$ cat config.mk
export PLATFORM = sky130hd
export DESIGN_NAME = iencoder_flat
export DESIGN_NICKNAME = d
export VERILOG_FILES = /design/src/rtl/iencoder_if.sv /design/src/rtl/iencoder.sv /design/src/flat_wrapper.sv
export SDC_FILE = /design/constraint.sdc
export NUM_CORES = 1
export LEC_CHECK = 0
export ABC_AREA = 1
export CAP_MARGIN = 20
export CORE_MARGIN = 2
export CORE_UTILIZATION = 45
export CTS_CLUSTER_DIAMETER = 100
export CTS_CLUSTER_SIZE = 30
export DETAILED_ROUTE_END_ITERATION = 8
export GPL_TIMING_DRIVEN = 1
export PLACE_DENSITY = 0.7
export SETUP_SLACK_MARGIN = 0.15
export SYNTH_ARGS = -nofsm -noshare
export SYNTH_HDL_FRONTEND = slang
export SYNTH_SLANG_ARGS = --single-unit
$ cat constraint.sdc
create_clock -name clk -period 5.6 [get_ports clk]
set_input_delay 0.84 -clock clk [delete_from_list [all_inputs] [get_ports clk]]
set_output_delay 0.84 -clock clk [all_outputs]
set_load 0.1 [all_outputs]
$ cat src/rtl/iencoder_if.sv
// iencoder_if: handshake bundle for the instruction encoder.
// The input channel carries decoded instruction fields.
// The output channel carries encoded RV32I words and their error flags.
// slave is the encoder's view of the bundle; master is the producer/consumer view.
interface iencoder_if #(
  parameter int INST_TYPE_WIDTH = 4,
  parameter int FUNCT_WIDTH     = 5,
  parameter int REG_WIDTH       = 5,
  parameter int IMM_WIDTH       = 32,
  parameter int INST_WIDTH      = 32
);
  logic                       in_valid;
  logic                       in_ready;
  logic [INST_TYPE_WIDTH-1:0] in_inst_type;
  logic [FUNCT_WIDTH-1:0]     in_funct;
  logic [REG_WIDTH-1:0]       in_rd;
  logic [REG_WIDTH-1:0]       in_rs1;
  logic [REG_WIDTH-1:0]       in_rs2;
  logic [IMM_WIDTH-1:0]       in_imm;
  logic                       out_valid;
  logic                       out_ready;
  logic [INST_WIDTH-1:0]      out_inst;
  logic                       out_err;

  modport slave (
    input  in_valid, in_inst_type, in_funct, in_rd, in_rs1, in_rs2, in_imm, out_ready,
    output in_ready, out_valid, out_inst, out_err
  );

  modport master (
    output in_valid, in_inst_type, in_funct, in_rd, in_rs1, in_rs2, in_imm, out_ready,
    input  in_ready, out_valid, out_inst, out_err
  );
endinterface

$ cat src/rtl/iencoder.sv
// iencoder: packs decoded instruction fields into RV32I words.
// Encoded words pass through a small output FIFO, and the block keeps
// running counts of words encoded and words flagged as errors.
// Optional feature: define IENCODER_RANGE_CHECK_EN to flag immediates that
// do not fit their instruction format. Such words are still encoded from
// the truncated immediate bits.
module iencoder #(
  parameter int FIFO_DEPTH = 4
) (
  input  logic        clk,
  input  logic        rst,
  input  logic        flush,
  iencoder_if.slave   bus,
  output logic [15:0] enc_count,
  output logic [7:0]  err_count
);
  localparam int PTR_W = $clog2(FIFO_DEPTH);

  localparam logic [3:0] T_IMM = 4'd0, T_INT_IMM = 4'd1, T_INT_REG = 4'd2, T_BRANCH = 4'd3,
                         T_STORE = 4'd4, T_LOAD = 4'd5, T_JAL = 4'd6, T_AUIPC = 4'd7,
                         T_JALR = 4'd8, T_FENCE = 4'd9;
  localparam logic [4:0] F_ADD = 5'd0, F_SUB = 5'd1, F_AND = 5'd2, F_SLL = 5'd3, F_SRL = 5'd4,
                         F_SRA = 5'd5, F_EQ = 5'd6, F_NEQ = 5'd7, F_LT = 5'd8, F_GTE = 5'd9,
                         F_LTU = 5'd10, F_GTEU = 5'd11, F_BYTE = 5'd12, F_HWORD = 5'd13,
                         F_WORD = 5'd14, F_BYTEU = 5'd15, F_HWORDU = 5'd16;
  localparam logic [6:0] OP_LUI = 7'b0110111, OP_AUIPC = 7'b0010111, OP_JAL = 7'b1101111,
                         OP_JALR = 7'b1100111, OP_INT_IMM = 7'b0010011, OP_INT_REG = 7'b0110011,
                         OP_BRANCH = 7'b1100011, OP_STORE = 7'b0100011, OP_LOAD = 7'b0000011;
  localparam logic [31:0] NOP_WORD = 32'h00000013;
  localparam logic [31:0] FENCE_WORD = 32'h0FF0000F;

  function automatic logic [7:0] sat_inc8(input logic [7:0] v);
    return (v == 8'hFF) ? v : v + 8'd1;
  endfunction

  logic [31:0] imm;
  logic [4:0]  rd, rs1, rs2;
  assign imm = bus.in_imm;
  assign rd  = bus.in_rd;
  assign rs1 = bus.in_rs1;
  assign rs2 = bus.in_rs2;

  // ---- stage p0: combinational encode of the presented fields ----
  logic [31:0] word_p0;
  logic        ok_p0;
  logic        err_p0;
  logic        vld_p0;
  logic [2:0]  funct3;

  // Build the instruction word; anything unrecognised falls back to NOP.
  always_comb begin
    word_p0 = NOP_WORD;
    ok_p0   = 1'b0;
    funct3  = 3'd0;
    case (bus.in_inst_type)
      T_IMM:   begin word_p0 = {imm[31:12], rd, OP_LUI};   ok_p0 = 1'b1; end
      T_AUIPC: begin word_p0 = {imm[31:12], rd, OP_AUIPC}; ok_p0 = 1'b1; end
      T_JAL: begin
        word_p0 = {imm[20], imm[10:1], imm[11], imm[19:12], rd, OP_JAL};
        ok_p0   = 1'b1;
      end
      T_JALR:  begin word_p0 = {imm[11:0], rs1, 3'd0, rd, OP_JALR}; ok_p0 = 1'b1; end
      T_INT_IMM: begin
        ok_p0 = 1'b1;
        case (bus.in_funct)
          F_ADD:   word_p0 = {imm[11:0], rs1, 3'd0, rd, OP_INT_IMM};
          F_AND:   word_p0 = {imm[11:0], rs1, 3'd7, rd, OP_INT_IMM};
          F_SLL:   word_p0 = {7'b0000000, imm[4:0], rs1, 3'd1, rd, OP_INT_IMM};
          F_SRL:   word_p0 = {7'b0000000, imm[4:0], rs1, 3'd5, rd, OP_INT_IMM};
          F_SRA:   word_p0 = {7'b0100000, imm[4:0], rs1, 3'd5, rd, OP_INT_IMM};
          default: ok_p0 = 1'b0;
        endcase
      end
      T_INT_REG: begin
        ok_p0 = 1'b1;
        case (bus.in_funct)
          F_ADD:   word_p0 = {7'b0000000, rs2, rs1, 3'd0, rd, OP_INT_REG};
          F_SUB:   word_p0 = {7'b0100000, rs2, rs1, 3'd0, rd, OP_INT_REG};
          F_AND:   word_p0 = {7'b0000000, rs2, rs1, 3'd7, rd, OP_INT_REG};
          default: ok_p0 = 1'b0;
        endcase
      end
      T_BRANCH: begin
        ok_p0 = 1'b1;
        case (bus.in_funct)
          F_EQ:    funct3 = 3'd0;
          F_NEQ:   funct3 = 3'd1;
          F_LT:    funct3 = 3'd4;
          F_GTE:   funct3 = 3'd5;
          F_LTU:   funct3 = 3'd6;
          F_GTEU:  funct3 = 3'd7;
          default: ok_p0 = 1'b0;
        endcase
        if (ok_p0) word_p0 = {imm[12], imm[10:5], rs2, rs1, funct3, imm[4:1], imm[11], OP_BRANCH};
      end
      T_STORE: begin
        ok_p0 = 1'b1;
        case (bus.in_funct)
          F_BYTE:  funct3 = 3'd0;
          F_HWORD: funct3 = 3'd1;
          F_WORD:  funct3 = 3'd2;
          default: ok_p0 = 1'b0;
        endcase
        if (ok_p0) word_p0 = {imm[11:5], rs2, rs1, funct3, imm[4:0], OP_STORE};
      end
      T_LOAD: begin
        ok_p0 = 1'b1;
        case (bus.in_funct)
          F_BYTE:   funct3 = 3'd0;
          F_HWORD:  funct3 = 3'd1;
          F_WORD:   funct3 = 3'd2;
          F_BYTEU:  funct3 = 3'd4;
          F_HWORDU: funct3 = 3'd5;
          default:  ok_p0 = 1'b0;
        endcase
        if (ok_p0) word_p0 = {imm[11:0], rs1, funct3, rd, OP_LOAD};
      end
      T_FENCE: begin word_p0 = FENCE_WORD; ok_p0 = 1'b1; end
      default: ;
    endcase
  end

`ifdef IENCODER_RANGE_CHECK_EN
  function automatic logic fits_signed(input logic [31:0] v, input int unsigned bits);
    logic [31:0] upper;
    upper = 32'($signed(v) >>> (bits - 1));
    return (upper == '0) || (upper == '1);
  endfunction

  logic range_bad_p0;

  // Flag immediates whose significant bits would be lost by the format.
  always_comb begin
    range_bad_p0 = 1'b0;
    case (bus.in_inst_type)
      T_IMM, T_AUIPC:         range_bad_p0 = (imm[11:0] != 12'd0);
      T_JAL:                  range_bad_p0 = !fits_signed(imm, 21) || imm[0];
      T_BRANCH:               range_bad_p0 = !fits_signed(imm, 13) || imm[0];
      T_JALR, T_STORE, T_LOAD: range_bad_p0 = !fits_signed(imm, 12);
      T_INT_IMM: begin
        if (bus.in_funct == F_SLL || bus.in_funct == F_SRL || bus.in_funct == F_SRA)
          range_bad_p0 = (imm[11:5] != 7'd0);
        else
          range_bad_p0 = !fits_signed(imm, 12);
      end
      default: ;
    endcase
  end

  assign err_p0 = !ok_p0 || range_bad_p0;
`else
  assign err_p0 = !ok_p0;
`endif

  // ---- stage p1: output FIFO holding {err, word} ----
  logic [32:0]      mem [FIFO_DEPTH];
  logic [PTR_W-1:0] wr_ptr, rd_ptr;
  logic [PTR_W:0]   count;
  logic             full;
  logic             pop;
  logic [32:0]      head_p1;

  assign full          = (count == (PTR_W + 1)'(FIFO_DEPTH));
  assign bus.in_ready  = !full && !flush;
  assign vld_p0        = bus.in_valid && bus.in_ready;
  assign pop           = bus.out_valid && bus.out_ready && !flush;
  assign head_p1       = mem[rd_ptr];
  assign bus.out_valid = (count != '0);
  assign bus.out_inst  = bus.out_valid ? head_p1[31:0] : 32'd0;
  assign bus.out_err   = bus.out_valid ? head_p1[32] : 1'b0;

  // Storage write for accepted words; contents need no reset.
  always_ff @(posedge clk) begin
    if (vld_p0) mem[wr_ptr] <= {err_p0, word_p0};
  end

  // FIFO pointers and occupancy; flush empties without touching counters.
  always_ff @(posedge clk or negedge rst) begin
    if (!rst) begin
      wr_ptr <= '0;
      rd_ptr <= '0;
      count  <= '0;
    end else if (flush) begin
      wr_ptr <= '0;
      rd_ptr <= '0;
      count  <= '0;
    end else begin
      if (vld_p0) wr_ptr <= wr_ptr + 1'b1;
      if (pop)    rd_ptr <= rd_ptr + 1'b1;
      case ({vld_p0, pop})
        2'b10:   count <= count + 1'b1;
        2'b01:   count <= count - 1'b1;
        default: count <= count;
      endcase
    end
  end

  // Running totals: encoded words wrap, error words saturate.
  always_ff @(posedge clk or negedge rst) begin
    if (!rst) begin
      enc_count <= '0;
      err_count <= '0;
    end else if (vld_p0) begin
      enc_count <= enc_count + 16'd1;
      if (err_p0) err_count <= sat_inc8(err_count);
    end
  end
endmodule

$ cat src/flat_wrapper.sv
// flat-port wrapper written by rule: the top's interface ports become plain ports
module iencoder_flat 
#(
  parameter int FIFO_DEPTH = 4
)
  (clk, rst, flush, enc_count, err_count, bus_in_valid, bus_in_inst_type, bus_in_funct, bus_in_rd, bus_in_rs1, bus_in_rs2, bus_in_imm, bus_out_ready, bus_in_ready, bus_out_valid, bus_out_inst, bus_out_err);
  iencoder_if bus_i ();
  input  logic clk;
  input  logic rst;
  input  logic flush;
  output logic [15:0] enc_count;
  output logic [7:0] err_count;
  input wire logic [$bits(bus_i.in_valid)-1:0] bus_in_valid;
  input wire logic [$bits(bus_i.in_inst_type)-1:0] bus_in_inst_type;
  input wire logic [$bits(bus_i.in_funct)-1:0] bus_in_funct;
  input wire logic [$bits(bus_i.in_rd)-1:0] bus_in_rd;
  input wire logic [$bits(bus_i.in_rs1)-1:0] bus_in_rs1;
  input wire logic [$bits(bus_i.in_rs2)-1:0] bus_in_rs2;
  input wire logic [$bits(bus_i.in_imm)-1:0] bus_in_imm;
  input wire logic [$bits(bus_i.out_ready)-1:0] bus_out_ready;
  output wire logic [$bits(bus_i.in_ready)-1:0] bus_in_ready;
  output wire logic [$bits(bus_i.out_valid)-1:0] bus_out_valid;
  output wire logic [$bits(bus_i.out_inst)-1:0] bus_out_inst;
  output wire logic [$bits(bus_i.out_err)-1:0] bus_out_err;
  assign bus_i.in_valid = bus_in_valid;
  assign bus_i.in_inst_type = bus_in_inst_type;
  assign bus_i.in_funct = bus_in_funct;
  assign bus_i.in_rd = bus_in_rd;
  assign bus_i.in_rs1 = bus_in_rs1;
  assign bus_i.in_rs2 = bus_in_rs2;
  assign bus_i.in_imm = bus_in_imm;
  assign bus_i.out_ready = bus_out_ready;
  assign bus_in_ready = bus_i.in_ready;
  assign bus_out_valid = bus_i.out_valid;
  assign bus_out_inst = bus_i.out_inst;
  assign bus_out_err = bus_i.out_err;
  iencoder #(.FIFO_DEPTH(FIFO_DEPTH)) u_core (.clk(clk), .rst(rst), .flush(flush), .bus(bus_i), .enc_count(enc_count), .err_count(err_count));
endmodule
* Word-level counts from Yosys, hierarchy flattened
Memories as Yosys holds them, arrays and structs flattened.
Cells that the tools add are included.
** Word-level totals
- Memories kept :: 1
- Register bits :: 31
- Input bits :: 61
- Logic and storage cells :: 91
- Memory bits (writable) :: 132
** Memories
- u_core.mem :: depth 4, bits a word 33, read ports 1, clocked after Yosys merged registers in 0, wr ports 1, line iencoder.sv:156 : logic [32:0] mem [FIFO_DEPTH];
** Cells by class
- Muxes and demuxes :: 28
- Bitwise logic cells :: 2
- Equal/unequal tests :: 29
- Reductions and logical operators :: 20
- $add $sub $neg :: 6
** Operators by type and width (count)
- 32-bit one-hot mux with 10 select lines :: 1
- 32-bit one-hot mux with 5 select lines :: 1
- 32-bit two-way mux :: 4
- 31-bit one-hot mux with 3 select lines :: 1
- 5-bit by 4-bit == test with 1-bit output, second input constant :: 8
- 5-bit by 3-bit == test with 1-bit output, second input constant :: 4
- 16-bit by 1-bit adder with 16-bit output, second input constant :: 1
- 4-bit by 3-bit == test with 1-bit output, second input constant :: 4
- 3-bit one-hot mux with 5 select lines :: 1
- 5-bit OR reduction :: 3
- 3-bit one-hot mux with 4 select lines :: 1
- 1-bit two-way mux :: 11
- 5-bit by 2-bit == test with 1-bit output, second input constant :: 2
- 8-bit by 1-bit adder with 8-bit output, second input constant :: 1
- 4-bit by 2-bit == test with 1-bit output, second input constant :: 2
- 4-bit == test, second input constant :: 2
- 8-bit == test, second input constant :: 1
- 2-bit two-way mux :: 4
- 1-bit one-hot mux with 6 select lines :: 1
- 3-bit one-hot mux with 2 select lines :: 1
- 3-bit nonzero test :: 2
- 3-bit OR reduction :: 2
- 6-bit OR reduction :: 1
- 5-bit by 1-bit == test with 1-bit output, second input constant :: 1
- other kinds (17) :: 25

* Logic depth before layout (Yosys ltp)
- Depth in word-level cells :: 7
- Depth in mapped cells :: 11

* Least setup slack after synthesis
OpenSTA, ideal clock, no wires.
- Path type :: register to output
- Start :: reg u_core.count[0]
- End :: out bus_out_inst[10]
- Cell stages (with the launch flop) :: 6
- Slack :: 1.678 ns
- Data arrival time :: 3.082 ns
- Buffers on the path :: 1
- Cells stage by stage :: dfrtp_1 > nor2_1 > nand2_1 > inv_1 > clkbuf_1 > a21oi_1
** Between the ends
- Cells in the longest elaborated chain, start to end :: 2
** Ends and longest elaborated chain
- start: declaration :: line iencoder.sv:158 : logic [PTR_W:0] count;
- start signal: assignment :: line iencoder.sv:191 : 2'b10: count <= count + 1'b1;
- start signal: assignment :: line iencoder.sv:192 : 2'b01: count <= count - 1'b1;
- start signal: assignment :: line iencoder.sv:193 : default: count <= count;
- 3-bit nonzero test :: line iencoder.sv:168 : assign bus.out_valid = (count != '0);
- net bus_out_valid :: line flat_wrapper.sv:22 : output wire logic [$bits(bus_i.out_valid)-1:0] bus_out_valid;
- 32-bit two-way mux :: line iencoder.sv:169 : assign bus.out_inst = bus.out_valid ? head_p1[31:0] : 32'd0;
- end: declaration :: line flat_wrapper.sv:23 : output wire logic [$bits(bus_i.out_inst)-1:0] bus_out_inst;
The timed path passes the listed nets, and every way through them passes these cells.

* Worst setup path after layout
- Start :: in flush
- End :: out bus_in_ready
** Between the ends
- Cells in the longest elaborated chain, start to end :: 2
** Ends and longest elaborated chain
- start: declaration :: line flat_wrapper.sv:10 : input logic flush;
- 1-bit logical NOT :: line iencoder.sv:164 : assign bus.in_ready = !full && !flush;
- 1-bit logical AND :: line iencoder.sv:164
- end: declaration :: line flat_wrapper.sv:21 : output wire logic [$bits(bus_i.in_ready)-1:0] bus_in_ready;
No other way between the ends.

==> metrics.md <==
| Metric | Value |
|---|---|
| Complex-gate fraction of the synthesized area | 10.10% |
| Register bit total from synthesis | 155 |
| Main combinational cell family by area after synthesis | simple AND/OR/NAND/NOR gates |
| Largest area contributor in the netlist | edfxtp_1 |
| P per Cell Area | 534.6 nW/µm² |
| Worst-Margin Slew | 984.3 ps |
| Worst Path Required | 4760 ps |
| Grt ovf | 0 |
| Rel. slew slack | 34.17% |
| Ratio of final minimum period to clock period | 61.64% |
| Synth Net Count | 895 |
| CP endpoint kind | primary output |
| Vias per inst | 5.261 |
| Antenna violations before repair | 0 |
| Routed Antenna Nets | 0 |
| Peak VDD IR | 0.0006434 V |
| Final Hold Fails | 0 |
| Max Cap Viol | 0 |
| Power Total | 0.005186 W |
| DR pass1 iterations | 5 |
| Kind of critical path | in -> out |
| Global Route Usage Sum | 21.79% |
| Core Region | 16640 µm² |
| FP Rows | 47 |
| Yosys warning total | 0 |
| Setup bufs post-CTS | 0 |
| TritonCTS buffer count | 17 |
| Total negative slack | 0 ps |
| Area of placed instances | 9030 µm² |
| RSZ-0062 raised after global routing | no |
| Post-Synthesis Cells | 827 |
| CTS max path bufs | 2 |
| Largest net degree at the start of global routing | 64 |
| Vias in the first global route | 5786 |
| Iteration-0 DRC Markers | 636 |
| Synth top area cells | edfxtp_1, dfrtp_1, nor2_1 |
| Layout cell share with drive strength beyond 1 | 11.88% |
| H-tree Lvls | 4 |
| Clock insertion delay at the later pin of the skew report | 430 ps |
| Total Wirelength | 19.41 mm |
| CTS tree | yes |
| Clock root buffer master | clkbuf_16 |
| CTS Hold Buffers Added | 0 |
| Main synth FF type | edfxtp_1 |
| Vias | 6208 |
| Routed len/inst | 16.45 µm |
| Distinct cell type count after synthesis | 38 |
| CTS sink cnt | 155 |
| Startpoint class of the critical path | primary input |
| Top cell type's share of synthesized area | 48.46% |
| CP Max Fanout | 5 |
| Status | complete, no violations |
| Max Transition Viols Final | 0 |
| # setup viols final | 0 |
| Fin crit period | 3452 ps |
| Proportion of synthesized area in mux cells | 0% |
| Die X | 134.7 µm |
| Drc violations | 0 |
| Dpl hpwl | 13.21 mm |
| RD Place Congestion | 0.9651 |
| Post-synth EDFFs | 124 |
| Area added between synthesis and finish | 26.27% |
| CTS clk-pin slew, worst paths | 60 ps |
| XOR/XNOR Fraction of Synth Area | 2.280% |
| Design area | 9702 µm² |
| Syn_area_per_cell | 9.291 µm² |
| Fraction of registers with async set/reset | 20.00% |
| Die Area | 18140 µm² |
| LEAKAGE | 3.992 nW |
| Port bufs | 119 |
| Final Skew | 12.50 ps |
| Sequential fraction of the synthesis area | 58.56% |
| Num ports | 120 |
| Crit path arrival time | 2610 ps |
| Synth Area in Simple Gates | 23.42% |
| Post-layout util | 58.30% |
| Resized cells post-CTS | 0 |
| Synth Cell Area | 7684 µm² |
| Starting Density | 46.17% |
| First-pass GRT wire length | 30.45 mm |
| Final net count | 1015 |
| Worst min-delay path class | reg -> reg |
| Achievable clock frequency | 0.2897 GHz |
| Die Y | 134.7 µm |
| Post-Synth Adder-Cell Area | 1.238% |
| Antenna diode count | 0 |
-- report_power, final --
part | total (W) | internal [W] | switching (W)
clock network | 0.00124 | 0.000792 | 0.000451
logic | 0.00251 | 0.000501 | 0.00200
registers | 0.00144 | 0.00136 | 0.0000733
-- final timing paths --
kind	start	endpoint	slack (ps)	depth (start not counted)
max in group asynchronous	rst	u_core.rd_ptr[0]	4480	2
min reg2reg	u_core.err_count[7]	u_core.err_count[7]	520	2
max	flush	bus_in_ready	2150	3
min	u_core.err_count[7]	u_core.err_count[7]	520	2
min in group asynchronous	rst	u_core.enc_count[13]	800	2
max reg2reg	u_core.count[0]	u_core.mem[2][11]	2980	5
-- cells in the mapped netlist, types with 2 or more instances --
cell type,instances
nor2_4,3
nand2_2,4
xnor2_1,6
nand2_4,4
o2111ai_1,2
nor3_1,12
nand3_1,42
nand4_1,16
a21oi_1,59
nand2_1,155
xor2_1,14
nor2_1,161
nor2_2,6
o21ai_0,76
dfrtp_1,31
clkinv_1,2
edfxtp_1,124
inv_2,11
inv_1,43
clkbuf_1,24
and2_1,2
ha_1,6
nand3_2,2
nand3b_1,2
buf_4,3
o31ai_1,5
-- per-stage QoR --
step	hold slack [ps]	setup WS, ps	cells
2_1_floorplan	504.5	1678	827
3_3_place_gp	484.5	2167	1147
3_5_place_dp	504.3	2004	1147
4_1_cts	513.6	2018	1179
5_1_grt	553.4	2033	1180
6_report	518.9	2148	1180
-- worst max-delay path, stage by stage --
cell and delay, ps:
clkdlybuf4s50_1 480, a21oi_1 150, clkdlybuf4s50_1 1140
-- cell usage in the layout (no fill, tap or decap), types with 10 or more instances in the layout --
master and instances:
nor2_1 157, nand2_1 155, edfxtp_1 124, clkdlybuf4s50_1 88, o21ai_0 76, a21oi_1 59, inv_1 43, nand3_1 42
buf_4 41, dfrtp_1 30, clkbuf_16 17, nand4_1 16, xor2_1 14, nor3_1 12, inv_2 11, nor2_2 10
-- logic make-up after synthesis --
group / Yosys count
simple gates: 413
flops: 155
compound gates: 147
buf+inv: 85
xor+xnor: 20
fa+ha+maj: 7
-- layer usage --
layer	up-vias	part of all wire, %	routed length, µm	GRT usage [%]
met5	-	0	0	0
met4	0	1.2	226	6.023
met3	19	7.1	1370	5.030
met2	240	46	8896	33.70
met1	2902	46	8920	31.01
li1	3047	-	-	-
-- registers in the layout (all words and copies together), names as in the netlist --
| name | flops |
|---|---|
| u_core.count | 3 |
| u_core.err_count | 8 |
| u_core.enc_count | 16 |
| u_core.rd_ptr | 2 |
| u_core.mem | 124 |
| u_core.wr_ptr | 2 |
-- area by class of cell --
class                   count  area [µm²]
repair buffers            130        1216
inverters                  56       210.2
well taps                 220       275.3
clock buffers              18       429.2
clock inverters            14       215.2
flip-flops and latches    155        4501
multi-input cells         587        2855
fillers                  1467        6940
Power figures use the tool's default switching activity.
